`src/rtl/wb_arbiter.sv`:
```
// Round-robin writeback arbiter for the register-file write port (WE3/AD3/WD3).
// Define WB_SCOREBOARD_EN to enable the per-register pending-write scoreboard.
module wb_arbiter #(
    parameter int DATA_WIDTH    = 32,
    parameter int ADDRESS_WIDTH = 5
) (
    input  logic                        clk,
    input  logic                        rst_n,
    input  logic                        a_valid,
    input  logic [ADDRESS_WIDTH-1:0]    a_rd,
    input  logic [DATA_WIDTH-1:0]       a_data,
    output logic                        a_ready,
    input  logic                        b_valid,
    input  logic [ADDRESS_WIDTH-1:0]    b_rd,
    input  logic [DATA_WIDTH-1:0]       b_data,
    output logic                        b_ready,
    input  logic                        wb_stall,
    output logic                        WE3,
    output logic [ADDRESS_WIDTH-1:0]    AD3,
    output logic [DATA_WIDTH-1:0]       WD3,
    input  logic                        claim_valid,
    input  logic [ADDRESS_WIDTH-1:0]    claim_rd,
    output logic [2**ADDRESS_WIDTH-1:0] busy,
    output logic                        claim_err
);

    localparam int NREG = 2**ADDRESS_WIDTH;

    typedef enum logic {
        GRANT_A = 1'b0,
        GRANT_B = 1'b1
    } grant_e;

    grant_e                   last_grant_q, last_grant_d;
    logic                     grant_a, grant_b, xfer, retire;
    logic [ADDRESS_WIDTH-1:0] sel_rd;
    logic [DATA_WIDTH-1:0]    sel_data;
    logic                     we_q, we_d;
    logic [ADDRESS_WIDTH-1:0] ad_q, ad_d;
    logic [DATA_WIDTH-1:0]    wd_q, wd_d;

    // Ready depends only on valids, stall and last_grant, never on itself.
    always_comb begin
        grant_a = 1'b0;
        grant_b = 1'b0;
        if (rst_n && !wb_stall) begin
            if (a_valid && b_valid) begin
                grant_a = (last_grant_q == GRANT_B);
                grant_b = (last_grant_q == GRANT_A);
            end else begin
                grant_a = a_valid;
                grant_b = b_valid;
            end
        end
    end

    always_comb begin
        xfer         = grant_a | grant_b;
        sel_rd       = grant_b ? b_rd : a_rd;
        sel_data     = grant_b ? b_data : a_data;
        retire       = xfer && (sel_rd != '0);
        last_grant_d = last_grant_q;
        if (xfer) begin
            last_grant_d = grant_b ? GRANT_B : GRANT_A;
        end
        we_d = retire;
        ad_d = xfer ? sel_rd : ad_q;
        wd_d = xfer ? sel_data : wd_q;
    end

    always_ff @(posedge clk) begin
        if (!rst_n) begin
            last_grant_q <= GRANT_B;
            we_q         <= 1'b0;
            ad_q         <= '0;
            wd_q         <= '0;
        end else begin
            last_grant_q <= last_grant_d;
            we_q         <= we_d;
            ad_q         <= ad_d;
            wd_q         <= wd_d;
        end
    end

    assign a_ready = grant_a;
    assign b_ready = grant_b;
    assign WE3     = we_q;
    assign AD3     = ad_q;
    assign WD3     = wd_q;

`ifdef WB_SCOREBOARD_EN
    logic [NREG-1:0] busy_q, busy_d;
    logic            err_q, err_d;
    logic            claim;

    // A claim and a retire of the same register: the new claim wins.
    always_comb begin
        claim  = claim_valid && (claim_rd != '0);
        busy_d = busy_q;
        err_d  = err_q;
        if (retire) begin
            busy_d[sel_rd] = 1'b0;
        end
        if (claim) begin
            if (busy_q[claim_rd] && !(retire && sel_rd == claim_rd)) begin
                err_d = 1'b1;
            end
            busy_d[claim_rd] = 1'b1;
        end
        busy_d[0] = 1'b0;
    end

    always_ff @(posedge clk) begin
        if (!rst_n) begin
            busy_q <= '0;
            err_q  <= 1'b0;
        end else begin
            busy_q <= busy_d;
            err_q  <= err_d;
        end
    end

    assign busy      = busy_q;
    assign claim_err = err_q;
`else
    logic unused_claim;
    assign unused_claim = ^{claim_valid, claim_rd, retire, NREG[0]};
    assign busy         = '0;
    assign claim_err    = 1'b0;
`endif

endmodule

```
`config.mk`:
```
export PLATFORM = sky130hd
export DESIGN_NAME = wb_arbiter
export DESIGN_NICKNAME = d
export VERILOG_FILES = /design/src/rtl/wb_arbiter.sv
export SDC_FILE = /design/constraint.sdc
export NUM_CORES = 1
export LEC_CHECK = 0
export ABC_AREA = 1
export BUFFER_PORTS_ARGS = -buffer_cell sky130_fd_sc_hd__buf_2
export CAP_MARGIN = 40
export CORE_AREA = 2 2 74 76
export DETAILED_ROUTE_END_ITERATION = 10
export DIE_AREA = 0 0 76 78
export GPL_ROUTABILITY_DRIVEN = 0
export PLACE_DENSITY = 0.8
export SLEW_MARGIN = 20
export SYNTH_ARGS = -nofsm -noshare
export SYNTH_HDL_FRONTEND = slang
export SYNTH_SLANG_ARGS = --single-unit
```
`constraint.sdc`:
```
create_clock -name clk -period 1.5 [get_ports clk]
set_input_delay 0.3 -clock clk [delete_from_list [all_inputs] [get_ports clk]]
set_output_delay 0.3 -clock clk [all_outputs]
set_load 0.005 [all_outputs]
```
==> reports/metrics.csv <==
metric,value,unit
outcome,"finished, final reports clean",
Core ar.,5042,µm²
Post-Route Setup TNS,0,ps
combinational share of power,21.7,%
nets@finish,485,
crit path DAT,1120,ps
total grt overflow,0,
Power Density,922.0,nW/µm²
critical-path maximum fanout,6,
Non-Filler Instances,471,
CTS sink cnt,39,
largest area contributor in the netlist,dfxtp_1,
DP Area,2621,µm²
Layout Area Growth over Synthesis,35.94,%
fraction of registers with async set/reset,0,%
diodes inserted,0,
PortBufs,118,
clk buf depth,2,
post-synth cell types,21,
die area,5928,µm²
Syn Area/Cell,7.251,µm²
kind of critical path,reg2out,
Final Hold Vio Count,0,
worst skew pair latency,290,ps
"Slew Viols, Final",0,
WP data required,1200,ps
initial antenna violation count,0,
DR WL/cell,10.77,µm
Setup crit end kind,output port,
Clock Pin Slew Worst Setup and Hold Paths,80,ps
"Hold-fix buffers, CTS",0,
dpl cells,462,
Post-synth EDFFs,0,
most common cell in the synthesized netlist,nand2_1,
Synth area leaders,"dfxtp_1 (39%), nand2_1 (15%), buf_4 (13%), a31oi_1 (8.4%), a21oi_1 (7.0%)",
clock share of power,30.7,%
dpl ws,45.45,ps
Hold Crit Class,in2reg,
vias per cell,4.452,
WHS,257.3,ps
ANT nets after route,0,
routed vias,2097,
"FF+latch count, synth",39,
Post-Route WL,5075,µm
VDD IR max,500.8,µV
fin util,54.34,%
Startpoint Class,flip-flop,
Switching Share,26.96,%
TritonCTS Buffers,5,
worst r2r src,last_grant_q$_SDFFE_PN1P_,
Post-Synthesis Cells,278,
share of layout cells above drive strength 1,36.91,%
HPWL after DPL,4016,µm
H-tree levels,2,
Rows,26,
pin count of the biggest net entering global routing,27,
I/O Pins,158,
mapped cell area,2016,µm²
Starting Density,39.98,%
DIE WIDTH,76,µm
P_sw,0.6812,mW
Max Cap Viol,0,
Synth warnings,0,
CTS tree,built,
first-pass GRT wire length,8197,µm
top-area cell type share of the netlist area,38.73,%
vias in the first global route,1928,
post-route setup slack,83.61,ps
most frequent cells after synthesis,"nand2_1 (80), dfxtp_1 (39), buf_4 (34)",
Tot Pwr,2.526,mW
Filler cells,495,
Fmax achieved,706.0,MHz
Die Ht,78,µm
RSZ-0062 raised after global routing,no,
CTS root buf,clkbuf_8,
Int Power,1.845,mW
DRC Markers,0,
P_leak,1.536,nW
DRT Pass-1 Iters,4,
GRT Total Usage,16.94,%
fin area,2740,µm²
"Period Utilization, post-route",94.43,%
Flop pwr share,47.6,%
Worst setup startpoint,last_grant_q$_SDFFE_PN1P_,
dominant synthesized flop cell,dfxtp_1,
worst hold start,b_data[4],
drt initial violations,51,
Worst Skew,6.525,ps
fin crit period,1416,ps
register area share after synthesis,38.73,%
setup violators final,0,
## timing repair
item / 4_1_cts / 5_1_grt
resized for setup: 1 / 3
buffers inserted: 0 / 1
setup endpoints to repair: 1 / 1
## power by group through the flow
stage | Clock [mW] | Combinational (mW) | Sequential (mW)
2_1_floorplan | 0 | 0.317 | 1.24
3_3_place_gp | 0 | 0.538 | 1.22
3_5_place_dp | 0 | 0.548 | 1.23
4_1_cts | 0.810 | 0.550 | 1.20
5_1_grt | 0.833 | 0.620 | 1.22
6_report | 0.776 | 0.548 | 1.20
## cell usage in the layout (no fill, tap or decap)
cell type  instances
inv_1             21
a21o_1             2
nand2_2            2
inv_6              1
clkbuf_8           7
nand4_2            1
nand2_1           78
buf_2            118
o21ai_0            3
a31oi_1           27
buf_4             13
nor2_4             1
o21ai_1            1
nor2_1             2
buf_12             3
inv_2              1
dfxtp_1           39
buf_6              1
a21oi_1           28
conb_1            33
nand4_1            3
o211ai_1           9
clkbuf_1           1
nand3_1            6
## registers in the layout, summed over array words and instances (netlist names)
| signal | count |
|---|---|
| last_grant_q | 1 |
| AD3 | 5 |
| WD3 | 32 |
| WE3 | 1 |
## path summary, 6_finish.rpt
kind | end | slack [ps] | depth (start not counted)
max | b_ready | 80 | 5
min | WD3[4]$_SDFFE_PN0P_ | 260 | 3
max reg2reg | WE3$_SDFF_PN0_ | 170 | 8
min reg2reg | AD3[1]$_SDFFE_PN0P_ | 500 | 2
## per-layer routing
metal	track usage, %	vias to the layer above	wire length [µm]
li1	-	1091	-
met1	18.60	916	2079
met2	31.87	86	2618
met3	3.372	4	345
met4	6.909	0	31
met5	0	-	0
## final cells by class
type / instances / area (µm²) / area share [%]
inverter: 23 / 91.34 / 3.333
multi-input combinational: 196 / 920.9 / 33.61
clock buffer: 8 / 100.1 / 3.653
timing repair buffer: 135 / 759.5 / 27.72
sequential: 39 / 780.7 / 28.49
tap: 70 / 87.58 / 3.196
## worst max-delay path: stages, from the launching register on
cell and delay (ps):
dfxtp_1 330, nand2_2 70, nand4_2 90, buf_6 160
inv_6 70, buf_2 110
## kinds of logic after synthesis
logic type      synth area share (%)
simple gates                   18.87
buf+inv                        21.79
compound gates                 20.42
flops                          38.73
other cells                   0.1860
(Power assumes the default switching activity.)
